$ cat src/rtl/led_pipe_pkg.sv
// Shared definitions for the LED colour pipe stage: channel indices,
// skid-buffer state encoding and brightness width.
package led_pipe_pkg;

   // Channel positions inside a packed colour word (ch0 in the LSBs)
   localparam int CH_GREEN = 0;
   localparam int CH_RED   = 1;
   localparam int CH_BLUE  = 2;
   localparam int CH_WHITE = 3;

   // Width of the optional global brightness input
   localparam int BRI_W = 8;

   // Occupancy of the main + skid register pair
   typedef enum logic [1:0] {
      EMPTY = 2'd0,
      ONE   = 2'd1,
      FULL  = 2'd2
   } skid_state_t;

endpackage : led_pipe_pkg

$ cat src/rtl/led_pipe_scale.sv
// Combinational per-channel brightness scaler.
// Result is (ch * (bri + 1)) >> 8, so bri = 255 is an exact identity
// and bri = 0 collapses any channel of 8 bits or fewer to zero.
module led_pipe_scale
   import led_pipe_pkg::*;
#(
   parameter int CH_WIDTH = 8
) (
   input  logic [CH_WIDTH-1:0] ch,
   input  logic [BRI_W-1:0]    bri,
   output logic [CH_WIDTH-1:0] scaled
);

   localparam int PW = CH_WIDTH + BRI_W + 1;

   logic [BRI_W:0] gain_s;
   logic [PW-1:0]  prod_s;

   // Multiply by brightness+1 and drop the fractional byte
   always_comb begin
      gain_s = {1'b0, bri} + {{BRI_W{1'b0}}, 1'b1};
      prod_s = PW'(ch) * PW'(gain_s);
      scaled = CH_WIDTH'(prod_s >> BRI_W);
   end

endmodule : led_pipe_scale

$ cat src/rtl/led_pipe_stage.sv
// Per-LED colour pipeline stage.
// Picks upstream (i_data) or local override (d_data) colour on accept and
// forwards it through a valid/ready interface backed by a 2-entry skid
// buffer, giving full throughput with registered i_ready.
// Optional feature: define LED_PIPE_BRIGHTNESS_EN to add the i_brightness
// port and scale every channel before it is stored.
module led_pipe_stage
   import led_pipe_pkg::*;
#(
   parameter int CH_COUNT = 3,
   parameter int CH_WIDTH = 8
) (
   input  logic                         clk,
   input  logic                         rst,
   input  logic                         enable,
   input  logic                         i_valid,
   output logic                         i_ready,
   input  logic [CH_COUNT*CH_WIDTH-1:0] i_data,
   input  logic [CH_COUNT*CH_WIDTH-1:0] d_data,
   output logic                         o_valid,
   input  logic                         o_ready,
   output logic [CH_COUNT*CH_WIDTH-1:0] o_data,
   output logic                         o_src
`ifdef LED_PIPE_BRIGHTNESS_EN
   ,
   input  logic [BRI_W-1:0]             i_brightness
`endif
);

   localparam int DW = CH_COUNT * CH_WIDTH;

   skid_state_t   state_r;
   skid_state_t   state_nxt_s;
   logic          i_ready_r;
   logic          o_valid_r;
   logic [DW-1:0] main_data_r;
   logic          main_src_r;
   logic [DW-1:0] skid_data_r;
   logic          skid_src_r;

   logic          accept_s;
   logic          pop_s;
   logic          load_main_s;
   logic          load_skid_s;
   logic          skid_to_main_s;
   logic [DW-1:0] sel_word_s;
   logic [DW-1:0] word_s;

   assign accept_s   = i_valid & i_ready_r;
   assign pop_s      = o_valid_r & o_ready;
   assign sel_word_s = enable ? d_data : i_data;

`ifdef LED_PIPE_BRIGHTNESS_EN
   for (genvar c = 0; c < CH_COUNT; c++) begin : g_scale
      led_pipe_scale #(
         .CH_WIDTH (CH_WIDTH)
      ) u_scale (
         .ch     (sel_word_s[c*CH_WIDTH +: CH_WIDTH]),
         .bri    (i_brightness),
         .scaled (word_s[c*CH_WIDTH +: CH_WIDTH])
      );
   end
`else
   assign word_s = sel_word_s;
`endif

   // Next occupancy and which register loads on this edge
   always_comb begin
      state_nxt_s    = state_r;
      load_main_s    = 1'b0;
      load_skid_s    = 1'b0;
      skid_to_main_s = 1'b0;
      case (state_r)
         EMPTY: begin
            if (accept_s) begin
               state_nxt_s = ONE;
               load_main_s = 1'b1;
            end else begin
               state_nxt_s = EMPTY;
            end
         end
         ONE: begin
            if (accept_s && !pop_s) begin
               state_nxt_s = FULL;
               load_skid_s = 1'b1;
            end else if (!accept_s && pop_s) begin
               state_nxt_s = EMPTY;
            end else if (accept_s && pop_s) begin
               state_nxt_s = ONE;
               load_main_s = 1'b1;
            end else begin
               state_nxt_s = ONE;
            end
         end
         FULL: begin
            // i_ready is low here, so only a pop can change anything
            if (pop_s) begin
               state_nxt_s    = ONE;
               skid_to_main_s = 1'b1;
            end else begin
               state_nxt_s = FULL;
            end
         end
         default: begin
            state_nxt_s = EMPTY;
         end
      endcase
   end

   // State plus handshake outputs registered from the next state
   always_ff @(posedge clk) begin
      if (rst) begin
         state_r   <= EMPTY;
         i_ready_r <= 1'b1;
         o_valid_r <= 1'b0;
      end else begin
         state_r   <= state_nxt_s;
         i_ready_r <= (state_nxt_s != FULL);
         o_valid_r <= (state_nxt_s != EMPTY);
      end
   end

   // Main register: new word, or skid word promoted after a pop from FULL
   always_ff @(posedge clk) begin
      if (rst) begin
         main_data_r <= '0;
         main_src_r  <= 1'b0;
      end else if (load_main_s) begin
         main_data_r <= word_s;
         main_src_r  <= enable;
      end else if (skid_to_main_s) begin
         main_data_r <= skid_data_r;
         main_src_r  <= skid_src_r;
      end else begin
         main_data_r <= main_data_r;
         main_src_r  <= main_src_r;
      end
   end

   // Skid register: catches the word accepted while main is stalled
   always_ff @(posedge clk) begin
      if (rst) begin
         skid_data_r <= '0;
         skid_src_r  <= 1'b0;
      end else if (load_skid_s) begin
         skid_data_r <= word_s;
         skid_src_r  <= enable;
      end else begin
         skid_data_r <= skid_data_r;
         skid_src_r  <= skid_src_r;
      end
   end

   assign i_ready = i_ready_r;
   assign o_valid = o_valid_r;
   assign o_data  = main_data_r;
   assign o_src   = main_src_r;

endmodule : led_pipe_stage

$ cat config.mk
export PLATFORM = sky130hd
export DESIGN_NAME = led_pipe_stage
export DESIGN_NICKNAME = d
export VERILOG_FILES = /design/src/rtl/led_pipe_pkg.sv /design/src/rtl/led_pipe_scale.sv /design/src/rtl/led_pipe_stage.sv
export SDC_FILE = /design/constraint.sdc
export NUM_CORES = 1
export LEC_CHECK = 0
export CORE_MARGIN = 2
export CORE_UTILIZATION = 42
export CTS_CLUSTER_DIAMETER = 200
export CTS_CLUSTER_SIZE = 12
export DETAILED_ROUTE_END_ITERATION = 8
export PLACE_DENSITY = 0.76
export SYNTH_ARGS = -nofsm -noshare
export SYNTH_HDL_FRONTEND = slang
export SYNTH_HIERARCHICAL = 1
export SYNTH_SLANG_ARGS = --single-unit
$ cat constraint.sdc
create_clock -name clk -period 1.8 [get_ports clk]
set_clock_uncertainty 0.2 [all_clocks]
set_input_delay 0.36 -clock clk [delete_from_list [all_inputs] [get_ports clk]]
set_output_delay 0.36 -clock clk [all_outputs]
set_load 0.05 [all_outputs]
# After elaboration in Yosys (flattened, before gate mapping)
# Index checks and enable logic that the tools add are counted.
[totals]
out_inout_bits = 27
latch_bits = 0
n_memories = 0
register_bits = 54
in_bits = 53
word_cells = 39
ramBits = 0
mem_bits_ro = 0
[op_classes]
n_mux = 19
n_reduce_logical = 8
div = 0
multipliers = 0
add_sub_neg = 0
order_cmp = 0
shifts = 0
n_eq_ne = 3
bitwise = 2
[op_table]
columns = ["operator", "count"]
rows = [
  ["two-way mux 24 bit", 3],
  ["two-way mux 1 bit", 12],
  ["case mux 2 bit (3 select lines)", 1],
  ["two-way mux 2 bit", 2],
  ["nonzero test 2 bit", 2],
  ["logical AND 1 bit", 3],
  ["bitwise AND 1 bit", 2],
  ["== test 2 x 1 -> 1 bit (second input constant)", 1],
  ["== test 2 bit (second input constant)", 1],
  ["logical NOT 1 bit", 2],
  ["logical NOT 2 bit", 1],
  ["inequality test 2 bit (second input constant)", 1],
  ["case mux 1 bit (2 select lines)", 1],
]

# Logic depth before layout (Yosys ltp)
# Gate-level depths: netlist (run 1).
[logic_depth]
ltp_word = 7
ltp_mapped = 7
mapped_depth_nobuf = 6

# Worst setup path after synthesis (run 1)
# Ideal clock, no wire load.
[synth_timing]
path_kind = "reg2reg"
from = "reg i_ready_r (netlist: i_ready)"
to = "reg i_ready_r (netlist: i_ready)"
setup_ns = 0.135
n_path_buf = 1
t_arrival_ns = 1.820
required_time_ns = 1.465
slack_ns = -0.355
path_stages_with_launch = 7
period_less_slack_ns = 2.155
path_cell_list = "dfxtp_1 and2_1 ha_1 and3b_1 buf_4 a31oi_1 or4_4"
[synth_via]
elab_chain_cells = 7
word_cells_on_any_way = 9
cone_classes = "1 x eq/ne; 4 x mux; 1 x bitwise; 3 x reduce/logical"
[synth_rtl]
columns = ["element", "line", "source"]
rows = [
  ["from (decl)", "led_pipe_stage.sv:34", "logic i_ready_r;"],
  ["from (signal assigned)", "led_pipe_stage.sv:118", "i_ready_r <= (state_nxt_s != FULL);"],
  ["bitwise AND 1 bit *", "led_pipe_stage.sv:49", "assign accept_s = i_valid & i_ready_r;"],
  ["logical NOT 1 bit", "led_pipe_stage.sv:86", "end else if (!accept_s && pop_s) begin"],
  ["logical AND 1 bit", "led_pipe_stage.sv:86", ""],
  ["two-way mux 1 bit", "led_pipe_stage.sv:86", ""],
  ["two-way mux 2 bit", "led_pipe_stage.sv:83", "if (accept_s && !pop_s) begin"],
  ["case mux 2 bit (3 select lines) *", "led_pipe_stage.sv:73", "case (state_r)"],
  ["inequality test 2 bit *", "led_pipe_stage.sv:118", ""],
]
# Every way passes the cells marked *; elsewhere a longest branch is shown, timed or not.
# A chain may end at the register's enable or synchronous reset.

# Worst setup path after layout (run 1)
# Ends and elaborated chain as after synthesis.

==> metrics.yaml, run 1 <==
root_buffer: "clkbuf_8"
ioPinCount: 80
gp_congestion: 0.796
cts.sinks: 54
p_leak_nw: 1.45
fin_cells: 441
cp_max_fo: 4
status: "completed"
period_share_pct: 99.1
antenna_found_initial: 0
place.detailed.hpwl_um: 4840
vias: 2433
rows: 28
numCtsBuffers: 5
arrival_ns: 1.77
path_clk_slew_ns: 0.09
h-tree-depth: 2
grt_pass1_wl_um: 11600
die_h_um: 82.9
dr.first_iter.drc_count: 131
n_antenna_cell: 0
regArea_um2: 1090
syn_area_per_cell_um2: 9.48
max_slew_margin_pct: 73.2
fin_nets: 420
multi_input_area_um2: 1460
crit_type: "reg2reg"
die_area_um2: 6880
ys_ff_latch: 54
final_area_um2: 3910
wirelength_um: 7170
ys_seq_area_share_pct: 41.3
min_period_ns: 1.78
insertion_delay_ns: 0.30
gr-total-overflow: 0
hold_depth: 2
wl_per_cell_um: 16.3
die_w_um: 82.9
dpl-instance-area_um2: 3640
slew_violations: 0
ant_nets: 0
cellPowerDensity_nw_per_um2: 810
portBuffers: 79
rsz0062_at_grt: "yes"
postLayoutCoreUtil_pct: 65.6
route.detailed.drc: 0
hold_viol: 0
cts_buffer_depth: 2
worstHoldPathType: "in2reg"
core_area_um2: 5960
layout-drive-gt1-share_pct: 30.6
grt_usage_pct: 20.0
finalSetupViolCount: 0
grt_max_degree: 35
area_delta_synth_final_pct: 49.4
worst_r2r_path_depth: 5
initial_utilization_pct: 43.9
fill_cells: 479
netlist_area_um2: 2620
yosys_warnings: 6
syn-num-nets: 331
worstPathRequired_ns: 1.79
critical_path.startpoint_type: "flip-flop"
netlist_instances: 276
cap_violations: 0
grt_pass1_vias: 2486
worst_slew_pin_slew_ns: 0.403
fmax_mhz: 560
peakVddDrop_mv: 0.395
dr.pass1.iters: 4
crit_path_end_kind: "flip-flop"
dp.cells: 427
cts_tree: "yes"
viasPerCell: 5.52
ys_types: 28
-- area by class of cell --
type | instances | share of cell area (%)
multi-input cells | 194 | 37.4
repair buffers | 108 | 29.4
flip-flops and latches | 54 | 27.9
clock buffers | 7 | 2.50
well taps | 75 | 2.40
clock inverters | 1 | 0.192
inverters | 2 | 0.192
-- critical path: stages (launching register included) --
cell	delay (ns)
dfxtp_4	0.38
and2_4	0.16
ha_4	0.12
and3b_2	0.33
a31oi_2	0.07
or4_4	0.41
-- state kept, by name, indices dropped and copies added (netlist names) --
| register | flops |
|---|---|
| i_ready | 1 |
| skid_data_r | 24 |
| state_r | 2 |
| o_src | 1 |
| o_data | 24 |
| o_valid | 1 |
| skid_src_r | 1 |
-- cells in the final DEF (no fill, tap or decap), types with 2 or more instances in the layout --
master | netlist | final
nand2_1 | 52 | 51
dfxtp_1 | 54 | 51
clkdlybuf4s50_1 | 0 | 48
buf_4 | 7 | 37
nor2_1 | 27 | 27
mux2i_1 | 25 | 25
mux2_2 | 24 | 24
a211oi_1 | 25 | 22
a311oi_1 | 23 | 17
buf_12 | 0 | 13
a311oi_2 | 2 | 8
clkbuf_8 | 0 | 5
a211oi_2 | 0 | 3
dlygate4sd2_1 | 0 | 3
buf_6 | 1 | 3
nand2_2 | 1 | 2
inv_1 | 2 | 2
a21oi_1 | 2 | 2
clkbuf_16 | 0 | 2
dfxtp_4 | 0 | 2
-- power by group --
group / internal [mW] / total, mW / switching [mW]
registers: 1.30 / 1.37 / 0.0779
clock network: 0.360 / 0.754 / 0.394
logic: 0.489 / 1.04 / 0.550
-- through the flow --
stage,worst slack [ns],hold WS [ns],total power [mW],TNS [ns]
CTS,0.0181,0.0945,3.16,0
detailed placement,-0.410,0.276,2.38,-18.94
global placement,-0.378,0.264,2.36,-18.00
floorplan,-0.0172,0.260,1.96,-0.0172
finish,0.0158,0.0947,3.17,0
global route,-0.0350,0.102,3.29,-0.161
-- per-layer routing --
metal / vias up / track usage (%) / share of wire [%]
met5: - / 0 / 0
met4: 0 / 4.32 / 0.64
met3: 6 / 4.57 / 5.7
met2: 84 / 35.0 / 49
met1: 1164 / 25.0 / 45
li1: 1179 / - / -
-- final timing paths --
kind	startpoint	endpoint	slack, ns
setup / recovery	i_ready	i_ready	0.02
hold / removal	rst	i_ready	0.09
setup reg to reg	i_ready	i_ready	0.02
hold reg to reg	skid_data_r[19]	o_data[19]	0.28
-- cell usage after synthesis --
library cell	n	share of area, %
buf_4	7	2.0
a311oi_1	23	7.7
a211oi_1	25	7.2
and4b_1	1	0.38
o21ba_2	1	0.38
and3b_1	1	0.33
mux2_2	24	10
mux2i_1	25	9.6
nand3b_4	1	0.77
nand2_2	1	0.24
nand2_1	52	7.5
buf_2	10	1.9
or4_4	1	0.43
buf_1	1	0.14
a21o_1	1	0.29
ha_1	2	0.96
inv_1	2	0.29
or3_1	1	0.24
buf_6	1	0.43
a311oi_2	2	1.1
clkbuf_1	7	1.0
a21oi_1	2	0.38
and2_1	1	0.24
nor2_1	27	3.9
a31oi_1	1	0.24
nand4b_2	1	0.57
o21ai_0	1	0.19
dfxtp_1	54	41
-- timing repair --
| action | 4_1_cts | 5_1_grt |
|---|---|---|
| hold buffers | 0 | 0 |
| pin swaps | 2 | 1 |
| hold endpoints to repair | 0 | 0 |
| buffers inserted | 2 | 2 |
| endpoints found under the setup margin | 51 | 13 |
| resized for setup | 20 | 1 |
| cloned | 1 | 1 |
-- logic make-up (layout without fill, tap and decap cells) --
logic type / after synthesis / in the layout / share of synthesized area, %
mux: 49 / 49 / 19.9
flops: 54 / 54 / 41.3
buf+inv: 28 / 118 / 5.79
simple gates: 87 / 87 / 14.5
fa+ha+maj: 2 / 2 / 0.956
compound gates: 56 / 56 / 17.5
Power figures use the tool's default switching activity.
==> run 2, diff against run 1 <==
--- a/config.mk
+++ b/config.mk
@@ -5,11 +5,12 @@
 export SDC_FILE = /design/constraint.sdc
 export NUM_CORES = 1
 export LEC_CHECK = 0
-export CORE_MARGIN = 2
+export CORE_MARGIN = 3
 export CORE_UTILIZATION = 42
 export CTS_CLUSTER_DIAMETER = 200
 export CTS_CLUSTER_SIZE = 12
 export DETAILED_ROUTE_END_ITERATION = 8
+export GPL_TIMING_DRIVEN = 0
 export PLACE_DENSITY = 0.76
 export SYNTH_ARGS = -nofsm -noshare
 export SYNTH_HDL_FRONTEND = slang
==> metrics.yaml, run 2 (synthesized netlist as in run 1, its figures left out) <==
status: "completed"
fin_nets: 425  # +1.2%
route.detailed.drc: 0  # unchanged
wirelength_um: 7100  # -0.91%
initial_utilization_pct: 43.7  # -0.26 points
cts_tree: "yes"
arrival_ns: 1.76  # about the same
fill_cells: 498  # +4.0%
path_clk_slew_ns: 0.11  # +0.02 ns
root_buffer: "clkbuf_8"
hold_viol: 0  # unchanged
dp.cells: 428  # +0.23%
grt_pass1_wl_um: 11500  # -0.84%
grt_usage_pct: 19.4  # -0.61 points
rows: 28  # unchanged
fmax_mhz: 564  # +0.67%
p_leak_nw: 1.44  # -0.96%
period_share_pct: 98.5  # -0.66 points
die_area_um2: 7210  # +4.9%
tns_ns: 0  # unchanged
final_common_cell: "dfxtp_1"
worst_slew_pin_slew_ns: 0.631  # +0.229 ns
die_w_um: 84.9  # +2.4%
cts.sinks: 54  # unchanged
insertion_delay_ns: 0.31  # about the same
fin_cells: 446  # +1.1%
antenna_found_initial: 0  # unchanged
area_delta_synth_final_pct: 45.1
cellPowerDensity_nw_per_um2: 822  # +1.4%
layout_common_cells: "dfxtp_1, nand2_1, clkdlybuf4s50_1"
place.detailed.hpwl_um: 4870  # +0.82%
layout-drive-gt1-share_pct: 24.5  # -6.1 points
h-tree-depth: 2  # unchanged
n_antenna_cell: 0  # unchanged
dr.pass1.iters: 4  # unchanged
cap_violations: 0  # unchanged
die_h_um: 84.9  # +2.4%
portBuffers: 77  # -2.5%
gr-total-overflow: 0  # unchanged
cp_max_fo: 7  # +3
worstHoldPathType: "reg2reg"
worstPathRequired_ns: 1.78  # about the same
gp_congestion: 0.761  # -4.4%
vias: 2394  # -1.6%
dr.first_iter.drc_count: 107  # -18%
core_area_um2: 5990  # +0.59%
numCtsBuffers: 5  # unchanged
min_period_ns: 1.77  # -0.0119 ns
crit_path_end_kind: "flip-flop"
slew_violations: 0  # unchanged
cts_buffer_depth: 2  # unchanged
peakVddDrop_mv: 0.451  # +14%
grt_pass1_vias: 2326  # -6.4%
wl_per_cell_um: 15.9  # -2.0%
total_power_mw: 3.12  # -1.4%
ant_nets: 0  # unchanged
ioPinCount: 80  # unchanged
grt_max_degree: 17  # -51%
viasPerCell: 5.37  # -2.7%
rsz0062_at_grt: "yes"
crit_type: "reg2reg"
max_slew_margin_pct: 57.9  # -15 points
critical_path.startpoint_type: "flip-flop"
finalSetupViolCount: 0  # unchanged
[run 2: cell types whose count changed in the layout (fill, tap and decap cells not counted), sizes merged]
cell           delta
bufinv            +1
clkbuf            +6
clkdlybuf4s15     +5
clkinvlp          -1
clkinv            +2
buf              -28
dlygate4sd2      +20
[run 2: repair_timing]
item	4_1_cts	5_1_grt
gates cloned	0	0
pin swaps	1	4
setup endpoints to repair	73	47
buffers inserted	0	10
hold buffers	0	0
gates resized for setup	38	28
[run 2: per-layer routing]
metal | up-vias | track usage, % | share of wire [%]
li1 | 1191 | - | -
met4 | 0 | 4.89 | 0.53
met3 | 4 | 5.05 | 6.4
met1 | 1129 | 26.0 | 46
met5 | - | 0 | 0
met2 | 70 | 31.2 | 47
[run 2: power breakdown]
| part | internal [mW] | switching, mW | total, mW | leakage [nW] |
|---|---|---|---|---|
| Clock | 0.410 | 0.404 | 0.814 | 0.0579 |
| Sequential | 1.30 | 0.0581 | 1.35 | 0.443 |
| Combinational | 0.397 | 0.557 | 0.954 | 0.940 |
| Total | 2.10 | 1.02 | 3.12 | 1.44 |
[run 2: through the flow]
step | util (%) | setup slack, ns | hold WS [ns] | instance area [um^2]
4_1_cts | 60.5 | 0.0000346 | 0.275 | 3620
3_3_place_gp | 58.6 | -0.618 | 0.264 | 3510
6_report | 63.4 | 0.0276 | 0.272 | 3800
5_1_grt | 63.4 | -0.0271 | 0.301 | 3800
3_5_place_dp | 58.6 | -0.676 | 0.274 | 3510
2_1_floorplan | - | -0.0172 | 0.260 | 2650
[run 2: area by class of cell]
type	count	area (um^2)	share of cell area, %
buffer	26	181	4.78
clock buffer	5	68.8	1.81
clock inverter	3	40.0	1.05
inverter	2	7.51	0.198
multi-input combinational	194	1510	39.6
sequential	54	1090	28.7
tap	75	93.8	2.47
timing repair buffer	87	812	21.4
[run 2: path summary, 6_finish.rpt]
kind                                startpoint         to  slack [ns]  depth (start not counted)
worst max-delay path                   i_ready    i_ready        0.03                          6
worst min-delay path            skid_data_r[8]  o_data[8]        0.27                          2
worst max register to register         i_ready    i_ready        0.03                          6
worst min register to register  skid_data_r[8]  o_data[8]        0.27                          2
[run 2: worst max-delay path, cell delays in order, from the launching register on]
cell and delay, ns:
dfxtp_4 0.36, and2_4 0.18, ha_4 0.14, and3b_1 0.17
buf_6 0.14, a31oi_2 0.05, or4_4 0.42
